## src/rtl/jtag_pkg.sv

```systemverilog
// jtag_pkg: shared types and constants for the JTAG master engine.
//   jtag_op_e    - command opcodes as carried on cmd_op
//   jtag_state_e - engine sequencing states
//   pre_count()  - number of ticks spent in PRE for an opcode
//   pre_tms()    - TMS level for a given PRE tick
package jtag_pkg;

    typedef enum logic [1:0] {
        JTAG_TAP_RESET = 2'd0,
        JTAG_SHIFT_IR  = 2'd1,
        JTAG_SHIFT_DR  = 2'd2,
        JTAG_IDLE      = 2'd3
    } jtag_op_e;

    typedef enum logic [2:0] {
        ST_IDLE,
        ST_PRE,
        ST_SHIFT,
        ST_POST,
        ST_RESP
    } jtag_state_e;

    localparam int TAP_RESET_TMS_CNT = 5;
    localparam int DR_PRE_LEN        = 3;
    localparam int IR_PRE_LEN        = 4;
    localparam int POST_LEN          = 2;

    // TAP_RESET is run entirely in PRE: five TMS=1 ticks plus one TMS=0
    // tick that parks the TAP in Run-Test/Idle.
    function automatic int pre_count(jtag_op_e op);
        case (op)
            JTAG_TAP_RESET: return TAP_RESET_TMS_CNT + 1;
            JTAG_SHIFT_IR:  return IR_PRE_LEN;
            default:        return DR_PRE_LEN;
        endcase
    endfunction

    // Shift preambles are some TMS=1 ticks followed by exactly two TMS=0
    // ticks (Capture, Shift), so the ones occupy the first len-2 ticks.
    function automatic logic pre_tms(jtag_op_e op, int idx);
        case (op)
            JTAG_TAP_RESET: return idx < TAP_RESET_TMS_CNT;
            JTAG_SHIFT_IR:  return idx < (IR_PRE_LEN - 2);
            default:        return idx < (DR_PRE_LEN - 2);
        endcase
    endfunction

endpackage

```

## src/rtl/jtag_tck_gen.sv

```systemverilog
// jtag_tck_gen: TCK divider. While enable is high it produces one TCK period
// every 2*CLK_DIV sys_clk cycles: CLK_DIV cycles low, then CLK_DIV high.
//   sys_clk, sys_rst - clock and synchronous active-high reset
//   enable           - run the divider; low forces tck=0 and restarts the period
//   tck              - JTAG clock
//   fall             - first cycle of the low phase
//   sample           - last cycle of the high phase (TDO sample point)
//   tick_done        - last cycle of the period
module jtag_tck_gen #(
    parameter int CLK_DIV = 2
) (
    input  logic sys_clk,
    input  logic sys_rst,
    input  logic enable,
    output logic tck,
    output logic fall,
    output logic sample,
    output logic tick_done
);

    localparam int PERIOD = 2 * CLK_DIV;
    localparam int CW     = $clog2(PERIOD);

    logic [CW-1:0] cnt_reg;

    always_ff @(posedge sys_clk) begin
        if (sys_rst || !enable) begin
            cnt_reg <= '0;
        end else if (cnt_reg == CW'(PERIOD - 1)) begin
            cnt_reg <= '0;
        end else begin
            cnt_reg <= cnt_reg + 1'b1;
        end
    end

    assign tck       = enable && (cnt_reg >= CW'(CLK_DIV));
    assign fall      = enable && (cnt_reg == '0);
    assign sample    = enable && (cnt_reg == CW'(PERIOD - 1));
    assign tick_done = sample;

endmodule

```

## src/rtl/jtag_master.sv

```systemverilog
// jtag_master: command-driven JTAG master. Walks the TAP through reset, IR/DR
// shifts and idle clocks, and returns captured TDO on a response channel.
//   sys_clk, sys_rst            - clock and synchronous active-high reset
//   cmd_valid/ready/op/len/data - command channel (data shifted LSB first)
//   rsp_valid/ready/data/err    - response channel, held until rsp_ready
//   tap_known                   - TAP known to be in Run-Test/Idle
//   tck, tms, tdi, tdo          - JTAG pins
module jtag_master
    import jtag_pkg::*;
#(
    parameter  int MAX_LEN = 32,
    parameter  int CLK_DIV = 2,
    localparam int LEN_W   = $clog2(MAX_LEN + 1)
) (
    input  logic               sys_clk,
    input  logic               sys_rst,
    input  logic               cmd_valid,
    output logic               cmd_ready,
    input  logic [1:0]         cmd_op,
    input  logic [LEN_W-1:0]   cmd_len,
    input  logic [MAX_LEN-1:0] cmd_data,
    output logic               rsp_valid,
    input  logic               rsp_ready,
    output logic [MAX_LEN-1:0] rsp_data,
    output logic               rsp_err,
    output logic               tap_known,
    output logic               tck,
    output logic               tms,
    output logic               tdi,
    input  logic               tdo
);

    // Tick counter must cover both shift lengths and the 6-tick reset walk.
    localparam int CNT_W = (LEN_W > 3) ? LEN_W : 3;
    localparam int IDX_W = (MAX_LEN > 1) ? $clog2(MAX_LEN) : 1;

    jtag_state_e        state_reg, state_next;
    jtag_op_e           op_reg;
    jtag_op_e           cmd_op_e;
    logic [LEN_W-1:0]   len_reg;
    logic [MAX_LEN-1:0] data_reg;
    logic [MAX_LEN-1:0] cap_reg;
    logic [CNT_W-1:0]   tick_reg;
    logic [CNT_W-1:0]   phase_end;
    logic [IDX_W-1:0]   bit_idx;
    logic               err_reg, known_reg, live_reg;
    logic               tms_reg, tdi_reg, tms_next, tdi_next;
    logic               tck_en, fall_stb, sample_stb, tick_done;
    logic               accept, cmd_bad, phase_last;

    assign cmd_op_e = jtag_op_e'(cmd_op);
    assign bit_idx  = tick_reg[IDX_W-1:0];
    assign accept   = cmd_valid && cmd_ready;

    // Shifts need a known TAP; TAP_RESET is always accepted.
    assign cmd_bad = (cmd_op_e != JTAG_TAP_RESET) &&
                     ((cmd_len == '0) || (cmd_len > LEN_W'(MAX_LEN)) ||
                      ((cmd_op_e != JTAG_IDLE) && !known_reg));

    jtag_tck_gen #(
        .CLK_DIV (CLK_DIV)
    ) u_tck_gen (
        .sys_clk   (sys_clk),
        .sys_rst   (sys_rst),
        .enable    (tck_en),
        .tck       (tck),
        .fall      (fall_stb),
        .sample    (sample_stb),
        .tick_done (tick_done)
    );

    assign tck_en = (state_reg == ST_PRE) || (state_reg == ST_SHIFT) ||
                    (state_reg == ST_POST);

    // Index of the final tick in the current phase.
    always_comb begin
        phase_end = CNT_W'(POST_LEN - 1);
        case (state_reg)
            ST_PRE:   phase_end = CNT_W'(pre_count(op_reg) - 1);
            ST_SHIFT: phase_end = CNT_W'(len_reg) - CNT_W'(1);
            default:  phase_end = CNT_W'(POST_LEN - 1);
        endcase
        phase_last = (tick_reg == phase_end);
    end

    // Next state and the pin levels wanted for the current tick.
    always_comb begin
        state_next = state_reg;
        tms_next   = 1'b0;
        tdi_next   = 1'b0;
        case (state_reg)
            ST_IDLE: begin
                if (accept) begin
                    if (cmd_bad)
                        state_next = ST_RESP;
                    else if (cmd_op_e == JTAG_IDLE)
                        state_next = ST_SHIFT;
                    else
                        state_next = ST_PRE;
                end
            end
            ST_PRE: begin
                tms_next = pre_tms(op_reg, int'(tick_reg));
                if (tick_done && phase_last)
                    state_next = (op_reg == JTAG_TAP_RESET) ? ST_RESP : ST_SHIFT;
            end
            ST_SHIFT: begin
                // Idle clocks reuse SHIFT with TMS and TDI held low.
                tms_next = (op_reg != JTAG_IDLE) && phase_last;
                tdi_next = (op_reg != JTAG_IDLE) && data_reg[bit_idx];
                if (tick_done && phase_last)
                    state_next = (op_reg == JTAG_IDLE) ? ST_RESP : ST_POST;
            end
            ST_POST: begin
                tms_next = (tick_reg == '0);
                if (tick_done && phase_last)
                    state_next = ST_RESP;
            end
            ST_RESP: begin
                if (rsp_ready)
                    state_next = ST_IDLE;
            end
            default: state_next = ST_IDLE;
        endcase
    end

    // Pins only change on the first low-phase cycle and hold otherwise.
    assign tms = fall_stb ? tms_next : tms_reg;
    assign tdi = fall_stb ? tdi_next : tdi_reg;

    always_ff @(posedge sys_clk) begin
        if (sys_rst) begin
            state_reg <= ST_IDLE;
            op_reg    <= JTAG_TAP_RESET;
            len_reg   <= '0;
            data_reg  <= '0;
            cap_reg   <= '0;
            tick_reg  <= '0;
            err_reg   <= 1'b0;
            known_reg <= 1'b0;
            live_reg  <= 1'b0;
            tms_reg   <= 1'b0;
            tdi_reg   <= 1'b0;
        end else begin
            state_reg <= state_next;
            live_reg  <= 1'b1;
            tms_reg   <= tms;
            tdi_reg   <= tdi;
            if (accept) begin
                op_reg   <= cmd_op_e;
                len_reg  <= cmd_len;
                data_reg <= cmd_data;
                tick_reg <= '0;
                err_reg  <= cmd_bad;
            end
            if (tick_done)
                tick_reg <= phase_last ? '0 : tick_reg + 1'b1;
            if (sample_stb && (state_reg == ST_SHIFT) && (op_reg != JTAG_IDLE))
                cap_reg[bit_idx] <= tdo;
            if ((state_reg == ST_PRE) && (op_reg == JTAG_TAP_RESET) &&
                tick_done && phase_last)
                known_reg <= 1'b1;
            if ((state_reg == ST_RESP) && rsp_ready) begin
                cap_reg <= '0;
                err_reg <= 1'b0;
            end
        end
    end

    assign cmd_ready = live_reg && (state_reg == ST_IDLE);
    assign rsp_valid = (state_reg == ST_RESP);
    assign rsp_data  = cap_reg;
    assign rsp_err   = err_reg;
    assign tap_known = known_reg;

endmodule

```

## config.mk

```make
export PLATFORM = sky130hd
export DESIGN_NAME = jtag_master
export DESIGN_NICKNAME = d
export VERILOG_FILES = /design/src/rtl/jtag_pkg.sv /design/src/rtl/jtag_tck_gen.sv /design/src/rtl/jtag_master.sv
export SDC_FILE = /design/constraint.sdc
export NUM_CORES = 1
export LEC_CHECK = 0
export ABC_AREA = 1
export CORE_MARGIN = 4
export CORE_UTILIZATION = 47
export CTS_CLUSTER_DIAMETER = 30
export DETAILED_ROUTE_END_ITERATION = 6
export GPL_ROUTABILITY_DRIVEN = 0
export GPL_TIMING_DRIVEN = 0
export HOLD_SLACK_MARGIN = 0.05
export MAX_ROUTING_LAYER = met4
export PLACE_DENSITY = 0.77
export RECOVER_POWER = 50
export SLEW_MARGIN = 5
export SYNTH_ARGS = -nofsm -noshare
export SYNTH_HDL_FRONTEND = slang
export SYNTH_SLANG_ARGS = --single-unit
```

## constraint.sdc

```tcl
create_clock -name sys_clk -period 2 [get_ports sys_clk]
set_clock_uncertainty 0.1 [all_clocks]
set_input_delay 0.3 -clock sys_clk [delete_from_list [all_inputs] [get_ports sys_clk]]
set_output_delay 0.3 -clock sys_clk [all_outputs]
set_load 0.02 [all_outputs]
```

* Word level (Yosys, flattened, before mapping)
Cells that the tools add are included.
** Cells by class
- Add/subtract/negate cells :: 4
- Magnitude comparators :: 7
- Equality and inequality tests :: 16
- Muxes and demuxes :: 27
- Reductions and logical operators :: 34
** Operators with widths (count)
- 32-bit bitwise mux :: 1
- 3-bit two-way mux :: 8
- 6-bit two-way mux :: 4
- 1-bit logical AND :: 17
- 3-bit one-hot mux with 5 select lines :: 1
- 6-bit zero test :: 2
- 6-bit one-hot mux with 2 select lines :: 1
- 2-bit by 1-bit != test with 1-bit output, second input constant :: 4
- 6-bit by 1-bit adder with 6-bit output, second input constant :: 1
- 2-bit equality test, second input constant :: 3
- 3-bit by 2-bit equality test with 1-bit output, second input constant :: 2
- 6-bit equality test :: 1
- 6-bit greater-than comparator, second input constant :: 1
- 5-bit by 6-bit < comparator with 1-bit output, second input constant :: 1
- 6-bit by 1-bit < comparator with 1-bit output, second input constant :: 1
- 6-bit by 2-bit < comparator with 1-bit output, second input constant :: 1
- 6-bit by 3-bit < comparator with 1-bit output, second input constant :: 1
- 1-bit two-way mux :: 6
- 2-bit != test, second input constant :: 3
- 3-bit one-hot mux with 2 select lines :: 1
- 6-bit by 1-bit subtractor with 6-bit output, second input constant :: 1
- 6-bit by 2-bit subtractor with 6-bit output, second input constant :: 1
- 1-bit binary-select mux with 5-bit select :: 1
- 1-bit demux with 5-bit select :: 1
- 16 further kinds :: 24
** Word-level totals
- Register bits :: 88
- Input port bits :: 45
- Word-level logic and storage cells :: 100

* Logic depth before layout (Yosys ltp)
Gate-level depths: netlist of the first run.
- Word-level depth :: 9
- Depth in mapped cells :: 17
- Depth with buffers taken out :: 17

* Hierarchy
From an unflattened synthesis of the first run, not the netlist that was laid out.
** Second synthesis, totals
- Cells, all modules :: 626
- Area, all modules :: 4315.4 um^2
** Modules (own cells, without submodules)
- jtag_master :: instances 1, cells an instance 607, area each 4171.5 um^2, sequential area each 1721.7 um^2
- jtag_tck_gen :: instances 1, cells an instance 19, area each 143.9 um^2, sequential area each 40.0 um^2

* Least setup slack after synthesis of the first run
OpenSTA, ideal clock, no wires.
- Kind :: register to output
- From :: register tick_reg[0]
- To :: output tms
- Arrival :: 1690 ps
- Setup slack :: -90 ps
- Stages on the path, launching flop included :: 12
- Path through :: dfxtp_1 > clkinv_1 > clkbuf_1 > ha_1 > o21ai_0 > o21ai_0 > o21ai_0 > a21oi_1 > nor3_1 > nand2_1 > nand2_1 > inv_1
** Between the ends
- Cells in the longest elaborated chain, start to end :: 4
** RTL lines
- start, declared :: line jtag_master.sv:43 : logic [CNT_W-1:0] tick_reg;
- start signal, assigned :: line jtag_master.sv:157 : tick_reg <= phase_last ? '0 : tick_reg + 1'b1;
- 6-bit by 1-bit < comparator with 1-bit output, or another cell as far along :: line jtag_pkg.sv:44 : default: return idx < (DR_PRE_LEN - 2);
- 1-bit one-hot mux with 2 select lines or 1-bit logical AND (tied branches) :: line jtag_pkg.sv:41, jtag_master.sv:109
- 1-bit one-hot mux with 3 select lines (*) :: line jtag_master.sv:91 : case (state_reg)
- 1-bit two-way mux (*) :: line jtag_master.sv:128 : assign tms = fall_stb ? tms_next : tms_reg;
- end, declared :: line jtag_master.sv:28 : output logic tms,
Mark *: on every way between the ends. The rest lies on a longest branch, timed or not.

* Worst setup path in the final report of the first run
- From :: register state_reg[2]
- To :: output tms
** Between the ends
- Cells in the longest elaborated chain, start to end :: 6
** RTL lines
- start, declared :: line jtag_master.sv:37 : jtag_state_e state_reg, state_next;
- start signal, assigned :: line jtag_master.sv:145 : state_reg <= state_next;
- 3-bit by 2-bit equality test with 1-bit output or 3-bit by 1-bit equality test with 1-bit output (tied branches) :: line jtag_master.sv:72, jtag_master.sv:78, jtag_master.sv:91
- 6-bit one-hot mux with 2 select lines :: line jtag_master.sv:78 : case (state_reg)
- 6-bit equality test :: line jtag_master.sv:83 : phase_last = (tick_reg == phase_end);
- 1-bit logical AND :: line jtag_master.sv:109 : tms_next = (op_reg != JTAG_IDLE) && phase_last;
- 1-bit one-hot mux with 3 select lines :: line jtag_master.sv:91
- 1-bit two-way mux (*) :: line jtag_master.sv:128
Marks and branches as above.

==> impl_metrics.yaml, run 1 <==
place:
  placedInstanceArea_mm2: 0.005250
  dpl.hpwl_mm: 9.247
  io_buffers: 82
  dp.cells: 822
flow_run:
  max_cap_violations: 0
logic_synthesis:
  synthTopCellsByArea: "dfxtp_1, a21oi_1, nand2_1"
  seq_area_frac_synth_pct: 41.05
  yosysMostFrequentCell: "nand2_1"
  async_reset_ff_share_pct: 0
  ys.flop_type: "dfxtp_1"
  syn_inst: 632
  synth_nets: 686
  yosysWarnings: 0
  netlist_area_mm2: 0.004292
  synth_cell_type_count: 28
  avgSynthCellArea_um2: 6.791
  synth_top_cell_by_area: "dfxtp_1"
  synth_enable_flop_cells: 0
  ys_seq_elements: 88
  synth_common_cells: "nand2_1, dfxtp_1, a21oi_1, nor2_1, o21ai_0"
  synth_top_area_share_pct: 41.05
global_routing:
  grt_pass1_wl_mm: 21.37
  overflow: 0
  antenna_found_initial: 0
  grtUsageTotal_pct: 24.49
  grt_max_degree: 16
  first_global_vias: 4508
critical_path:
  r2r_end: "state_reg[2]$_SDFFE_PP0P_"
  start_kind: "register"
  critPathMaxFanout: 6
  path_common_cell: "nand2_1"
  cp.required_ps: 1600
  critPathTopFamily: "simple AND/OR/NAND/NOR gates"
  slowest_stage: "dfxtp_2"
  critical_path_class: "reg -> out"
  r2r-start: "state_reg[0]$_SDFFE_PP0P_"
  worstPathArrival_ps: 2040
  worstSetupEndpointType: "primary output"
  reg2reg_depth: 16
  crit_chain: "buf_4, nor2_4, nand2_1, nand2_1, nand3_1, nand2_1, nand2_1, nor2_4, nand2_2, inv_2, nand2_1, nand2_1, nand2_2, inv_2, buf_6"
  reg2reg_slack_ps: -330
  worst-path-buf-inv: 4
  critPathMaxStageDelay_ps: 390
drt:
  drc: 1
  wl_mm: 13.07
  wl_met1_mm: 5.286
  wl_met3_mm: 1.037
  vias: 4820
  viasPerCell: 5.592
  dr_wl_met2_mm: 6.331
  ant_nets: 0
  wl_per_cell_um: 15.16
  drtPass1Iterations: 7
  drt_iter0_markers: 429
  highest_layer: "met4"
final_layout:
  seqCellArea_mm2: 0.001783
  fillers: 740
  multiInputGateArea_mm2: 0.002290
  drive_gt1_share_pct: 17.51
  postLayoutCoreUtil_pct: 66.10
  nets: 803
  fin_cells: 862
  finalInstanceArea_mm2: 0.005821
  area.growth.synth_to_final_pct: 35.63
  antenna_cells: 0
sta:
  worst_slack_ps: -442.5
  fin_crit_ps: 2443
  finalSetupViolCount: 8
  worst_pin_slew_ps: 628.4
  rsz0062_at_grt: "yes"
  fmax_mhz: 409.4
  finalCritPeriodShare_pct: 122.1
  slew-limit-headroom_pct: 58.11
  drv_slew: 0
  hold_viol: 0
power_and_ir_drop:
  vdd_drop_max_mv: 0.5141
  p_per_area_mw_per_mm2: 964.9
  leakagePower_nw: 2.438
die:
  dieArea_mm2: 0.01072
  fp-row-count: 34
  core_area_mm2: 0.008806
  die_h_um: 103.6
  start_util_pct: 48.74
  io_pins: 84
  die-width_um: 103.6
hold_path:
  whs_path_depth: 2
  worstHoldEndpoint: "tick_reg[2]$_SDFFE_PP0P_"
  hp-start: "sys_rst"
  worstHoldPathType: "in -> reg"
cts:
  cts-root-buf: "clkbuf_8"
  cts_tree: "done"
  cts_buffers: 9
  numClockSinks: 88
  clkTransAtPathRegs_ps: 90
  clock_latency_ps: 360
  cts_htree_levels: 3
  clock_path_buffers: 2
run_status:
  outcome: "finished, violations left"
  violations: "design-rule violations, negative setup slack"
==> final cells by class <==
class                   count  share of cell area, %
clock inverters             6                 0.7309
well taps                 108                  2.322
clock buffers              10                  2.365
inverters                  70                  4.772
repair buffers            105                  16.83
flip-flops and latches     88                  30.63
multi-input cells         446                  39.34
plain buffers              29                  3.009
==> power breakdown <==
group	switching, W	internal [W]	leakage, nW
registers	0.000149	0.00195	0.720
clock network	0.000679	0.000490	0.0891
logic	0.00139	0.000958	1.63
==> worst max-delay path by stage <==
| stage | from | depth (start not counted) | endpoint |
|---|---|---|---|
| 2_1_floorplan | tick_reg[0]$_SDFFE_PP0P_ | 11 | tms |
| 3_3_place_gp | tick_reg[1]$_SDFFE_PP0P_ | 11 | tms |
| 3_5_place_dp | tick_reg[1]$_SDFFE_PP0P_ | 11 | tms |
| 4_1_cts | state_reg[2]$_SDFFE_PP0P_ | 16 | tms |
| 5_1_grt | tick_reg[3]$_SDFFE_PP0P_ | 12 | tms |
| 6_report | state_reg[2]$_SDFFE_PP0P_ | 15 | tms |
==> cells by family after synthesis <==
| logic type | share of synthesized area, % |
|---|---|
| flops | 41.05 |
| simple gates | 26.73 |
| xor+xnor | 0.6124 |
| buf+inv | 9.183 |
| compound gates | 19.80 |
| fa+ha+maj | 2.624 |
==> routing by layer <==
layer	track usage, %	vias up
met4	9.592	0
met1	28.99	2209
met2	41.40	253
li1	-	2315
met3	4.540	43
met5	-	-
==> cells in the final DEF, fill, tap and decap left out, drive strengths merged, types with 2 or more instances in the layout <==
| cell | netlist | layout |
|---|---|---|
| o211ai | 2 | 2 |
| clkdlybuf4s50 | 0 | 43 |
| o21ai | 80 | 80 |
| clkinvlp | 0 | 2 |
| or2 | 2 | 2 |
| ha | 9 | 9 |
| a21oi | 83 | 83 |
| xor2 | 3 | 3 |
| nor2 | 85 | 86 |
| buf | 9 | 33 |
| inv | 66 | 68 |
| nand2 | 110 | 110 |
| dfxtp | 88 | 88 |
| nand4 | 7 | 7 |
| clkinv | 4 | 6 |
| nor3 | 30 | 30 |
| nand3 | 30 | 30 |
| clkbuf | 20 | 33 |
| dlygate4sd3 | 0 | 34 |
==> repair_timing <==
item                                    CTS  global route
endpoints found under the setup margin   35            81
gates resized for setup                  82            41
pin swaps                                13             9
hold buffers                              0             0
setup buffers                            19             4
gates cloned                              1             0
==> per-stage QoR <==
step           power, W  hold WS (ps)  TNS, ps  worst slack [ps]
6_report       0.005616         257.7    -1948            -442.5
3_5_place_dp   0.003833         353.5    -3520            -840.2
4_1_cts        0.005373         247.5    -1506            -374.8
5_1_grt        0.005945         258.1    -6098            -565.3
2_1_floorplan  0.003318         317.3        0             12.08
3_3_place_gp   0.003771         324.7    -2653            -755.0
(Power assumes the default switching activity.)
==> run 2, diff against run 1 <==
- GPL_ROUTABILITY_DRIVEN: 0 -> unset
==> run 2 against run 1 <==
Compared with the run above: the run ends with negative setup slack left; sequential power is essentially flat; setup slack lost 52 ps; die area is the same; core utilization grew 1.1 points; design area grew 1.6%; critical path depth shrank 3; wire length shrank 0.86%; cell count grew 0.23%; combinational power is essentially flat; sequential share of layout area shrank 0.36 points; clock power is essentially flat; critical endpoint unchanged.
==> impl_metrics.yaml, run 2 (synthesized netlist as in run 1, its figures left out) <==
final_layout:
  area.growth.synth_to_final_pct: 37.81
  fillers: 769
  nets: 805
  fin_cells: 864
  postLayoutCoreUtil_pct: 67.16
  antenna_cells: 0
  seqCellArea_mm2: 0.001790
  drive_gt1_share_pct: 18.39
  final_cell_mix: "nand2_1, dfxtp_1, a21oi_1"
  final_common_cell: "nand2_1"
  finalInstanceArea_mm2: 0.005914
  multiInputGateArea_mm2: 0.002303
die:
  core_area_mm2: 0.008806
  fp-row-count: 34
  die-width_um: 103.6
  dieArea_mm2: 0.01072
  start_util_pct: 48.74
  die_h_um: 103.6
  io_pins: 84
drt:
  ant_nets: 0
  drt_iter0_markers: 272
  wl_per_cell_um: 15.00
  wl_mm: 12.96
  drtPass1Iterations: 5
  drc: 0
  vias: 4728
  viasPerCell: 5.472
sta:
  fin_crit_ps: 2495
  fin_tns_setup_ps: -2114
  finalSetupViolCount: 7
  worst_slack_ps: -494.9
  slew-limit-headroom_pct: 61.06
  worst_pin_slew_ps: 584.1
  hold_viol: 0
  rsz0062_at_grt: "yes"
  fin_hold_ws_ps: 247.9
  finalCritPeriodShare_pct: 124.7
  fmax_mhz: 400.8
  drv_slew: 0
global_routing:
  antenna_found_initial: 0
  grtUsageTotal_pct: 23.77
  grt_max_degree: 17
  overflow: 0
  first_global_vias: 4393
  grt_pass1_wl_mm: 20.57
critical_path:
  r2r-start: "len_reg[0]$_SDFFE_PP0P_"
  worstPathArrival_ps: 2090
  r2r_end: "state_reg[0]$_SDFFE_PP0P_"
  worstSetupEndpointType: "primary output"
  cp.required_ps: 1600
  critPathMaxFanout: 12
  start_kind: "register"
  reg2reg_slack_ps: -340
  critical_path_class: "reg -> out"
  reg2reg_depth: 19
cts:
  clkTransAtPathRegs_ps: 100
  cts-root-buf: "clkbuf_8"
  cts_htree_levels: 3
  clock_latency_ps: 360
  numClockSinks: 88
  clock_path_buffers: 2
  cts_tree: "done"
  ctsHoldBuffers: 0
  cts_buffers: 9
run_status:
  violations: "negative setup slack"
  outcome: "finished, violations left"
place:
  dp.cells: 822
  finalWeightedCongestion: 0.8893
  io_buffers: 82
  placedInstanceArea_mm2: 0.005250
  dpl.hpwl_mm: 9.294
hold_path:
  worstHoldPathType: "in -> reg"
  hp-start: "sys_rst"
  worstHoldEndpoint: "tick_reg[2]$_SDFFE_PP0P_"
  whs_path_depth: 2
power_and_ir_drop:
  p_per_area_mw_per_mm2: 952.0
  leakagePower_nw: 2.480
  vdd_drop_max_mv: 0.3933
flow_run:
  max_cap_violations: 0
run 2: cell types whose count changed in the layout (fill, tap and decap cells not counted), moves of 4 or more:
cell | previous run | this run
inv_4 | 1 | 5
buf_2 | 3 | 8
o21ai_0 | 63 | 55
clkbuf_2 | 8 | 3
o21ai_1 | 15 | 21
run 2: cell type report:
cell class                 count  share of cell area [%]
clock inverter                 6                  0.8674
multi-input combinational    446                   38.95
clock buffer                  10                   2.327
inverter                      70                   4.781
sequential                    88                   30.27
timing repair buffer         107                   17.33
buffer                        29                   3.194
tap                          108                   2.285
run 2: how the worst max path moves through the flow:
stage,from,to,cells after the start
5_1_grt,tick_reg[0]$_SDFFE_PP0P_,tms,12
4_1_cts,len_reg[0]$_SDFFE_PP0P_,tms,17
3_3_place_gp,tick_reg[1]$_SDFFE_PP0P_,tdi,10
6_report,tick_reg[0]$_SDFFE_PP0P_,tms,12
3_5_place_dp,tick_reg[1]$_SDFFE_PP0P_,tms,11
2_1_floorplan,tick_reg[0]$_SDFFE_PP0P_,tms,11
run 2: timing repair:
item / 4_1_cts / 5_1_grt
gates resized for setup: 72 / 76
buffers inserted: 15 / 9
pin swaps: 9 / 10
setup endpoints to repair: 34 / 72
cloned: 1 / 1
run 2: power by group:
| part | internal [W] | switching [W] |
|---|---|---|
| registers | 0.00195 | 0.000146 |
| logic | 0.000973 | 0.00136 |
| clock network | 0.000506 | 0.000696 |
| total | 0.00343 | 0.00220 |
run 2: per-layer routing:
layer / global-route usage (%) / up-vias / share of wire [%]
li1: - / 2314 / -
met1: 29.44 / 2212 / 43
met2: 39.49 / 170 / 49
met3: 3.109 / 32 / 5.8
met4: 9.497 / 0 / 2.3
met5: - / - / 0
run 2: through the flow:
stage | setup WS, ps | power, W
3_5_place_dp | -835.7 | 0.003828
2_1_floorplan | 12.08 | 0.003318
3_3_place_gp | -834.6 | 0.003788
5_1_grt | -564.3 | 0.005971
4_1_cts | -437.3 | 0.005364
6_report | -494.9 | 0.005631
run 2: critical path, stage by stage (launching register included):
cell and delay [ps]:
dfxtp_4 400, clkinv_4 60, clkbuf_16 160, ha_2 190, o21ai_1 140, o21ai_0 90, o21ai_0 100, a21oi_1 60
nor3_1 180, nand2_1 90, nand2_2 90, inv_2 40, buf_6 120
==> RTL change, RTL diff (config.mk and constraints of run 1) <==
Register the output `rsp_err` once more, cleared by the reset; this adds one clock of latency there. The other outputs are not delayed to match.
--- a/src/rtl/jtag_master.sv
+++ b/src/rtl/jtag_master.sv
@@ -170,7 +170,13 @@
     assign cmd_ready = live_reg && (state_reg == ST_IDLE);
     assign rsp_valid = (state_reg == ST_RESP);
     assign rsp_data  = cap_reg;
-    assign rsp_err   = err_reg;
+    always_ff @(posedge sys_clk) begin
+        if (sys_rst) begin
+            rsp_err <= '0;
+        end else begin
+            rsp_err <= err_reg;
+        end
+    end
     assign tap_known = known_reg;
 
 endmodule
Check against the original RTL: not equivalent (a bounded check fails within 4 cycles, from zero or initial values and one cycle with sys_rst high).
==> RTL change against run 1 <==
  * Sequential cell count grew 1
  * Register-to-register slack gained 0.32 ns
  * Clock power grew 12%
  * The flow finishes with violations (negative setup slack)
  * Routed wire length grew 1.5%
  * Total power shrank 8.9%
  * Design area grew 0.88%
  * Setup slack lost 0.074 ns
  * Combinational power shrank 27%
  * Synthesized area grew 0.12%
  * Sequential share of layout area grew 0.073 points
  * Non-clock buffer count shrank 7
==> RTL change: results (changes against run 1) <==
stage	metric	value	unit	change
placed_design	placed inst area	5250	sq um	about the same
pwr	Lkg Pwr	2.27	nW	-7.1%
routing	vias post-DR	4737		-1.7%
run_status	outcome	finished with violations		
timing	setup violators final	4		-4
hold_path	Hold Crit Depth	2		unchanged
cells_and_area	final net count	787		-2.0%
grt	initial antenna violation count	0		unchanged
worst_setup_path	worst reg2reg startpoint	len_reg[1]		
logic_synthesis	Mapped Cells	618		-2.2%
worst_setup_path	R2R Setup Slk	-0.01	ns	+0.32 ns
cells_and_area	Fill cells	707		-4.5%
worst_setup_path	critical path fanouts, max	12		+6
grt	largest net degree at the start of global routing	16		unchanged
routing	vias per cell	5.60		+0.14%
grt	vias in the first global route	4528		+0.44%
routing	WL/cell	15.7	microns	+3.4%
grt	first-pass GRT wire length	20.9	mm	-2.4%
run_status	failing checks	negative setup slack		
hold_path	Min-Delay Startpoint	sys_rst		
routing	Starting DRT DRC Count	331		-23%
clock_network	Num CTS Buffers	9		unchanged
routing	First-pass DRT Iterations	5		-2
clock_network	Clock Path Buffers	2		unchanged
logic_synthesis	most instantiated cells after synthesis	nand2_1 (111), dfxtp_1 (89), a21oi_1 (85)		
worst_setup_path	critical register-to-register path endpoint	state_reg[0]		
timing	worst slew pin tran	0.612	ns	-0.0160 ns
placed_design	DP Cell Count	808		-1.7%
pwr	Max VDD drop	0.484	mV	-5.9%
clock_network	clk root buf	clkbuf_8		
logic_synthesis	sequential share of the synthesized area	41.5	%	+0.42 points
logic_synthesis	Yosys cell types	31		+11%
grt	GRT Total Usage	23.8	%	-0.70 points
logic_synthesis	Synth warnings	0		unchanged
worst_setup_path	CP delay by family, top	buffers and inverters		
timing	setup_tns	-0.781	ns	+1.17 ns
hold_path	hold endpoint	state_reg[1]		
clock_network	clk slew on worst S/H paths	0.09	ns	about the same
worst_setup_path	max incr delay on CP	0.42	ns	+0.03 ns
placed_design	Port-buffer cells	82		unchanged
logic_synthesis	Synth Flop Type	dfxtp_1		
cells_and_area	share of cells above drive strength 1	16.8	%	-0.70 points
timing	setup ws final	-0.516	ns	-0.0739 ns
logic_synthesis	syn_nets	672		-2.0%
worst_setup_path	CP max-delay cell	dfxtp_4		
worst_setup_path	R2R cell count	14		-2
cells_and_area	antenna cells	0		unchanged
placed_design	DP HPWL	9.06	mm	-2.1%
logic_synthesis	synth top area cells	dfxtp_1 (41%), a21oi_1 (9.9%), nand2_1 (9.7%)		
## RTL change: worst max path at each step
| stage | from | end | cells after the start |
|---|---|---|---|
| 2_1_floorplan | len_reg[0] | tms | 12 |
| 3_3_place_gp | tick_reg[0] | tms | 10 |
| 3_5_place_dp | tick_reg[0] | tms | 10 |
| 4_1_cts | len_reg[1] | tms | 13 |
| 5_1_grt | tick_reg[0] | tms | 10 |
| 6_report | tick_reg[0] | tms | 10 |
## RTL change: per-stage QoR
stage | setup WS (ns) | hold slack (ns) | utilization, %
2_1_floorplan | 0.000281 | 0.300 | -
3_3_place_gp | -0.941 | 0.315 | 59.6
3_5_place_dp | -0.949 | 0.316 | 59.6
4_1_cts | -0.430 | 0.306 | 64.5
5_1_grt | -0.614 | 0.355 | 66.7
6_report | -0.516 | 0.329 | 66.7
## RTL change: area by class of cell
| type | instances | area share (%) |
|---|---|---|
| plain buffers | 24 | 2.62 |
| clock buffers | 11 | 2.41 |
| clock inverters | 5 | 1.09 |
| inverters | 73 | 5.09 |
| multi-input cells | 433 | 39.0 |
| flip-flops and latches | 89 | 30.7 |
| well taps | 108 | 2.30 |
| repair buffers | 103 | 16.8 |
## RTL change: power breakdown
part | internal (W) | switching, W
clock | 0.000622 | 0.000691
combinational | 0.000661 | 0.00105
sequential | 0.00196 | 0.000123
total | 0.00325 | 0.00187
## RTL change: worst reg2reg max path, delay by kind of cell, from the launching register on
family | cells | cell delay (ns)
adder cells (fa/ha/maj) | 1 | 0.22
buffers and inverters | 3 | 0.24
AND/OR/NAND/NOR | 10 | 1.02
flip-flops | 1 | 0.35
## RTL change: cells by family (layout without fill, tap and decap cells)
group / after synthesis / after routing / synth area share, %
AND/OR/NAND/NOR: 246 / 247 / 25.7
AO/OA/AOI/OAI: 174 / 174 / 20.9
buffers and inverters: 97 / 216 / 8.65
flip-flops: 89 / 89 / 41.5
adder cells (fa/ha/maj): 9 / 9 / 2.62
XOR/XNOR: 3 / 3 / 0.612
## RTL change: what timing repair did
item                                    CTS  global route
gates cloned                              0             1
endpoints found under the setup margin   36            74
hold endpoints to repair                  0             0
buffers inserted                         13            14
pin swaps                                11            13
gates resized for setup                  61            71
## RTL change: routing by layer
metal	routed length, microns	vias to the layer above	GRT usage, %
met3	938	50	4.85
li1	-	2275	-
met1	5330	2194	27.9
met4	428	0	7.79
met5	0	-	-
met2	6560	218	41.0
